### src/rtl/control_sequencer_if.sv
// Control bus between the microcode sequencer and the datapath: opcode/flag/run inputs
// to the sequencer, one-hot-ish control strobes and status back out.
interface control_sequencer_if;
  logic [4:0] OpCodeIn;
  logic       ZeroFlag;
  logic       Run;
  logic       Step;

  logic       PcOut;
  logic       PcInc;
  logic       PcIn;
  logic       MarIn;
  logic       RamOut;
  logic       RamIn;
  logic       InstructionRegIn;
  logic       InstructionRegOut;
  logic       ARegIn;
  logic       ARegOut;
  logic       BRegIn;
  logic       AluOut;
  logic       AluSub;
  logic       OutRegIn;

  logic [2:0] StepCount;
  logic       InstrDone;
  logic       Halted;

  // Sequencer side.
  modport master (
    input  OpCodeIn, ZeroFlag, Run, Step,
    output PcOut, PcInc, PcIn, MarIn, RamOut, RamIn, InstructionRegIn, InstructionRegOut,
           ARegIn, ARegOut, BRegIn, AluOut, AluSub, OutRegIn, StepCount, InstrDone, Halted
  );

  // Datapath side.
  modport slave (
    output OpCodeIn, ZeroFlag, Run, Step,
    input  PcOut, PcInc, PcIn, MarIn, RamOut, RamIn, InstructionRegIn, InstructionRegOut,
           ARegIn, ARegOut, BRegIn, AluOut, AluSub, OutRegIn, StepCount, InstrDone, Halted
  );
endinterface

### src/rtl/control_sequencer.sv
// T-state microcode sequencer for a small 8-bit CPU: common fetch in T0/T1, opcode-specific
// execute in T2..T4, and a sticky HALT state left only through reset.
module control_sequencer (
  input logic                 Clk,
  input logic                 Rst,
  control_sequencer_if.master bus
);

  // Encoding doubles as StepCount: T index for T0..T4, 7 for HALT.
  typedef enum logic [2:0] {
    StT0   = 3'd0,
    StT1   = 3'd1,
    StT2   = 3'd2,
    StT3   = 3'd3,
    StT4   = 3'd4,
    StHalt = 3'd7
  } state_e;

  localparam logic [4:0] OpLda = 5'd1;
  localparam logic [4:0] OpSta = 5'd2;
  localparam logic [4:0] OpAdd = 5'd3;
  localparam logic [4:0] OpSub = 5'd4;
  localparam logic [4:0] OpLdi = 5'd5;
  localparam logic [4:0] OpJmp = 5'd6;
  localparam logic [4:0] OpJz  = 5'd7;
  localparam logic [4:0] OpOut = 5'd8;
  localparam logic [4:0] OpHlt = 5'd31;

  state_e     state_q, state_d;
  logic [4:0] opcode_q, opcode_d;
  logic       advance;
  logic       done;

  assign advance = bus.Run | bus.Step;

  always_comb begin
    bus.PcOut             = 1'b0;
    bus.PcInc             = 1'b0;
    bus.PcIn              = 1'b0;
    bus.MarIn             = 1'b0;
    bus.RamOut            = 1'b0;
    bus.RamIn             = 1'b0;
    bus.InstructionRegIn  = 1'b0;
    bus.InstructionRegOut = 1'b0;
    bus.ARegIn            = 1'b0;
    bus.ARegOut           = 1'b0;
    bus.BRegIn            = 1'b0;
    bus.AluOut            = 1'b0;
    bus.AluSub            = 1'b0;
    bus.OutRegIn          = 1'b0;
    bus.StepCount         = state_q;
    bus.Halted            = (state_q == StHalt);
    done                  = 1'b0;
    state_d               = state_q;
    opcode_d              = opcode_q;

    // Rst gating keeps strobes quiet while reset is held even with Run high.
    if (Rst && advance) begin
      unique case (state_q)
        StT0: begin
          bus.PcOut = 1'b1;
          bus.MarIn = 1'b1;
          state_d   = StT1;
        end
        StT1: begin
          bus.RamOut           = 1'b1;
          bus.InstructionRegIn = 1'b1;
          bus.PcInc            = 1'b1;
          opcode_d             = bus.OpCodeIn;
          state_d              = StT2;
        end
        StT2: begin
          case (opcode_q)
            OpLda, OpSta, OpAdd, OpSub: begin
              bus.InstructionRegOut = 1'b1;
              bus.MarIn             = 1'b1;
              state_d               = StT3;
            end
            OpLdi: begin
              bus.InstructionRegOut = 1'b1;
              bus.ARegIn            = 1'b1;
              done                  = 1'b1;
            end
            OpJmp: begin
              bus.InstructionRegOut = 1'b1;
              bus.PcIn              = 1'b1;
              done                  = 1'b1;
            end
            OpJz: begin
              bus.InstructionRegOut = bus.ZeroFlag;
              bus.PcIn              = bus.ZeroFlag;
              done                  = 1'b1;
            end
            OpOut: begin
              bus.ARegOut  = 1'b1;
              bus.OutRegIn = 1'b1;
              done         = 1'b1;
            end
            OpHlt:   state_d = StHalt;
            default: done = 1'b1;
          endcase
        end
        StT3: begin
          case (opcode_q)
            OpLda: begin
              bus.RamOut = 1'b1;
              bus.ARegIn = 1'b1;
              done       = 1'b1;
            end
            OpSta: begin
              bus.ARegOut = 1'b1;
              bus.RamIn   = 1'b1;
              done        = 1'b1;
            end
            OpAdd, OpSub: begin
              bus.RamOut = 1'b1;
              bus.BRegIn = 1'b1;
              bus.AluSub = (opcode_q == OpSub);
              state_d    = StT4;
            end
            default: done = 1'b1;
          endcase
        end
        StT4: begin
          bus.AluOut = 1'b1;
          bus.ARegIn = 1'b1;
          bus.AluSub = (opcode_q == OpSub);
          done       = 1'b1;
        end
        StHalt: state_d = StHalt;
        default: state_d = StT0;
      endcase
      if (done) state_d = StT0;
    end

    bus.InstrDone = done;
  end

  always_ff @(posedge Clk or negedge Rst) begin
    if (!Rst) begin
      state_q  <= StT0;
      opcode_q <= 5'd0;
    end else begin
      state_q  <= state_d;
      opcode_q <= opcode_d;
    end
  end

endmodule
### src/flat_wrapper.sv
// flat-port wrapper written by rule: the top's interface ports become plain ports
module control_sequencer_flat 
  (Clk, Rst, bus_OpCodeIn, bus_ZeroFlag, bus_Run, bus_Step, bus_PcOut, bus_PcInc, bus_PcIn, bus_MarIn, bus_RamOut, bus_RamIn, bus_InstructionRegIn, bus_InstructionRegOut, bus_ARegIn, bus_ARegOut, bus_BRegIn, bus_AluOut, bus_AluSub, bus_OutRegIn, bus_StepCount, bus_InstrDone, bus_Halted);
  control_sequencer_if bus_i ();
  input logic Clk;
  input logic Rst;
  input wire logic [$bits(bus_i.OpCodeIn)-1:0] bus_OpCodeIn;
  input wire logic [$bits(bus_i.ZeroFlag)-1:0] bus_ZeroFlag;
  input wire logic [$bits(bus_i.Run)-1:0] bus_Run;
  input wire logic [$bits(bus_i.Step)-1:0] bus_Step;
  output wire logic [$bits(bus_i.PcOut)-1:0] bus_PcOut;
  output wire logic [$bits(bus_i.PcInc)-1:0] bus_PcInc;
  output wire logic [$bits(bus_i.PcIn)-1:0] bus_PcIn;
  output wire logic [$bits(bus_i.MarIn)-1:0] bus_MarIn;
  output wire logic [$bits(bus_i.RamOut)-1:0] bus_RamOut;
  output wire logic [$bits(bus_i.RamIn)-1:0] bus_RamIn;
  output wire logic [$bits(bus_i.InstructionRegIn)-1:0] bus_InstructionRegIn;
  output wire logic [$bits(bus_i.InstructionRegOut)-1:0] bus_InstructionRegOut;
  output wire logic [$bits(bus_i.ARegIn)-1:0] bus_ARegIn;
  output wire logic [$bits(bus_i.ARegOut)-1:0] bus_ARegOut;
  output wire logic [$bits(bus_i.BRegIn)-1:0] bus_BRegIn;
  output wire logic [$bits(bus_i.AluOut)-1:0] bus_AluOut;
  output wire logic [$bits(bus_i.AluSub)-1:0] bus_AluSub;
  output wire logic [$bits(bus_i.OutRegIn)-1:0] bus_OutRegIn;
  output wire logic [$bits(bus_i.StepCount)-1:0] bus_StepCount;
  output wire logic [$bits(bus_i.InstrDone)-1:0] bus_InstrDone;
  output wire logic [$bits(bus_i.Halted)-1:0] bus_Halted;
  assign bus_i.OpCodeIn = bus_OpCodeIn;
  assign bus_i.ZeroFlag = bus_ZeroFlag;
  assign bus_i.Run = bus_Run;
  assign bus_i.Step = bus_Step;
  assign bus_PcOut = bus_i.PcOut;
  assign bus_PcInc = bus_i.PcInc;
  assign bus_PcIn = bus_i.PcIn;
  assign bus_MarIn = bus_i.MarIn;
  assign bus_RamOut = bus_i.RamOut;
  assign bus_RamIn = bus_i.RamIn;
  assign bus_InstructionRegIn = bus_i.InstructionRegIn;
  assign bus_InstructionRegOut = bus_i.InstructionRegOut;
  assign bus_ARegIn = bus_i.ARegIn;
  assign bus_ARegOut = bus_i.ARegOut;
  assign bus_BRegIn = bus_i.BRegIn;
  assign bus_AluOut = bus_i.AluOut;
  assign bus_AluSub = bus_i.AluSub;
  assign bus_OutRegIn = bus_i.OutRegIn;
  assign bus_StepCount = bus_i.StepCount;
  assign bus_InstrDone = bus_i.InstrDone;
  assign bus_Halted = bus_i.Halted;
  control_sequencer u_core (.Clk(Clk), .Rst(Rst), .bus(bus_i));
endmodule
### config.mk
export PLATFORM = sky130hd
export DESIGN_NAME = control_sequencer_flat
export DESIGN_NICKNAME = d
export VERILOG_FILES = /design/src/rtl/control_sequencer_if.sv /design/src/rtl/control_sequencer.sv /design/src/flat_wrapper.sv
export SDC_FILE = /design/constraint.sdc
export NUM_CORES = 1
export LEC_CHECK = 0
export ABC_AREA = 1
export CELL_PAD_IN_SITES_DETAIL_PLACEMENT = 0
export CELL_PAD_IN_SITES_GLOBAL_PLACEMENT = 1
export CORE_MARGIN = 2
export CORE_UTILIZATION = 39
export DETAILED_ROUTE_END_ITERATION = 16
export DONT_BUFFER_PORTS = 1
export GPL_ROUTABILITY_DRIVEN = 0
export PLACE_DENSITY = 0.84
export SLEW_MARGIN = 15
export SYNTH_ARGS = -nofsm -noshare
export SYNTH_HDL_FRONTEND = slang
export SYNTH_SLANG_ARGS = --single-unit
### constraint.sdc
create_clock -name Clk -period 1.75 [get_ports Clk]
set_clock_uncertainty 0.15 [all_clocks]
set_input_delay 0.35 -clock Clk [delete_from_list [all_inputs] [get_ports Clk]]
set_output_delay 0.35 -clock Clk [all_outputs]
set_load 0.005 [all_outputs]
==> impl_results.md <==
* Layout cell share with drive strength beyond 1 at 48.7%
* Actual slew at the worst max-slew pin at 0.350 ns
* Total Negative Setup Slacks at -0.828 ns
* Bufs on Longest Clock Path at 2
* EDFF count, synth at 0
* Tot GR Track Use at 18.3%
* Worst-path clk slew at 0.05 ns
* CP Launch Type: register
* Final Critical Period at 1.87 ns
* Tot Pwr at 1.47 mW
* Synth area leaders: dfrtp_1, nand2_1, nor2_1
* Max Slew Vio Count at 0
* Synthesized instance count at 103
* # diodes at 0
* Final setup fails at 11
* Root buffer cell: clkbuf_4
* Row count at 14
* Sw Ratio at 50.0%
* Routed WL at 1690 um
* Die X at 44.8 um
* Failing checks: setup timing
* Clock share of power at 9.2%
* Fin worst setup slack at -0.124 ns
* CTS buffer count at 3
* Routed wire per std cell at 12.9 um
* Leakage power at 0.393 nW
* H-tree Lvls at 1
* Synth Warn # at 0
* Hold slack at 0.0817 ns
* Antenna Nets Post-Route at 0
* Sequential fraction of the synthesis area at 30.9%
* Pwr Density at 1660 mW/mm^2
* Post-Syn Area at 648 um^2
* Via count at 705
* DR iter-0 viols at 13
* Synth top area share at 30.9%
* Vias in the first global route at 625
* Core Area at 0.00152 mm^2
* MaxCap Viol Count at 0
* DRC at 0
* CP Data Required Time at 1.25 ns
* Worst-skew pair later-pin latency at 0.25 ns
* Layout area overhead at 36.7%
* Outcome: finished, violations left
* Final Cycle Share at 107%
* Synth cell count leaders: nand2_1, nor2_1, dfrtp_1, inv_1
* Nets at 127
* Via density at 5.38
* Ys flop type: dfrtp_1
* Mapped Nets at 113
* Sink Count at 8
* Fmax at 0.534 GHz
* Worst path arrival time at 1.37 ns
* GRT Residual Overflow at 0
* Distinct cell type count after synthesis at 22
* Int Power at 0.735 mW
* I/O Pins at 29
* Max rail drop VDD at 0.000792 V
* Count leader, synth: nand2_1
* Initial antenna violation count at 0
* Synth Register Bits at 8
* Die area at 0.00200 mm^2
* CTS tree: yes
* Slew headroom at 76.5%
* Hpwl dp at 1320 um
* Hold Vio Cnt, Final at 0
* Switching power at 0.735 mW
* Comb pwr share at 62.4%
* Setup crit end kind: output port
* Sequential share of power at 28.4%
* Cell taking the most area after synthesis: dfrtp_1
* Worst setup path category: reg2out
* Die Span Y at 44.8 um
* Pin count of the biggest net entering global routing at 13
* Worst Hold Class: in2reg
* RSZ-0062 raised after global routing: yes
* Drt pass-1 iters at 4
* Port Buffer Count at 0
* Starting density of the core at 42.5%
* Post-Syn Area per Cell at 6.29 um^2
* First-pass GRT wire length at 2660 um
* Fraction of registers with async set/reset at 100%
* Crit path max fanout at 4
[final timing paths]
path | from | slack, ns | cells past startpoint | endpoint
setup / recovery | u_core.opcode_q[3]$_DFFE_PN0P_ | -0.12 | 4 | bus_ARegIn
hold / removal | bus_OpCodeIn[3] | 0.08 | 2 | u_core.opcode_q[3]$_DFFE_PN0P_
setup reg to reg | u_core.opcode_q[2]$_DFFE_PN0P_ | 0.22 | 10 | u_core.bus.StepCount[2]$_DFFE_PN0P_
hold reg to reg | u_core.opcode_q[0]$_DFFE_PN0P_ | 0.47 | 2 | u_core.opcode_q[0]$_DFFE_PN0P_
max in group asynchronous | Rst | 0.88 | 1 | u_core.bus.StepCount[1]$_DFFE_PN0P_
min in group asynchronous | Rst | 0.29 | 1 | u_core.opcode_q[4]$_DFFE_PN0P_
[what timing repair did]
action	in CTS	in global routing
buffers inserted	2	4
resized for setup	12	27
hold buffers	1	0
setup endpoints to repair	10	14
pin swaps	7	13
hold endpoints to repair	8	0
[routing by layer]
metal	share of wire, %	GRT usage, %	vias up
met4	0.71	9.09	0
met5	0	0	-
met3	5.6	2.40	2
li1	-	-	358
met1	42	24.2	326
met2	51	29.3	19
[sequential cells by signal, indices dropped and copies added (netlist names)]
name	count
u_core.bus.StepCount	3
u_core.opcode_q	5
[stage by stage]
| stage | instances | setup slack (ns) | utilization (%) | instance area [um^2] |
|---|---|---|---|---|
| global placement | 121 | 0.0836 | 44.8 | 683 |
| CTS | 127 | -0.146 | 50.6 | 771 |
| finish | 131 | -0.124 | 58.1 | 886 |
| floorplan | 103 | 0.173 | - | 648 |
| detailed placement | 121 | 0.0742 | 44.8 | 683 |
| global route | 131 | -0.200 | 58.1 | 886 |
[cell type report]
| class | instances | area (um^2) |
|---|---|---|
| Sequential cell | 8 | 204 |
| Clock buffer | 3 | 22.5 |
| Timing Repair Buffer | 12 | 96.3 |
| Tap cell | 16 | 20.0 |
| Inverter | 15 | 63.8 |
| Multi-Input combinational cell | 77 | 479 |
| Fill cell | 159 | 638 |
[placed cells by master (no fill, tap or decap), types with 3 or more instances in the layout]
| cell | count |
|---|---|
| nor2_4 | 3 |
| nand2_2 | 8 |
| inv_2 | 7 |
| dfrtp_1 | 5 |
| nor2_2 | 6 |
| o21ai_1 | 6 |
| nand2_1 | 19 |
| nor2_1 | 9 |
| nand4_1 | 3 |
| clkbuf_4 | 3 |
| inv_4 | 3 |
| buf_4 | 10 |
| dfrtp_2 | 3 |
| inv_1 | 5 |
| nand3_1 | 5 |
[cell families (layout without fill, tap and decap cells)]
kind of cell,count (synthesis),count (layout),synth area share [%]
buffers and inverters,18,30,12.2
flip-flops,8,8,30.9
AO/OA/AOI/OAI,14,14,11.8
AND/OR/NAND/NOR,63,63,45.2
[power by group through the flow]
| stage | Clock [mW] | Combinational (mW) | Sequential [mW] |
|---|---|---|---|
| detailed placement | 0 | 0.622 | 0.376 |
| finish | 0.135 | 0.917 | 0.418 |
| CTS | 0.142 | 0.708 | 0.378 |
| global route | 0.157 | 1.02 | 0.427 |
| floorplan | 0 | 0.484 | 0.373 |
| global placement | 0 | 0.612 | 0.373 |
[critical path: stages, from the launching register on]
cell and delay, ns:
dfrtp_2 0.44, nor3_4 0.22, nand2_1 0.09, or2_1 0.22
a21oi_2 0.15
No activity file was read; power rests on OpenSTA's default activity.
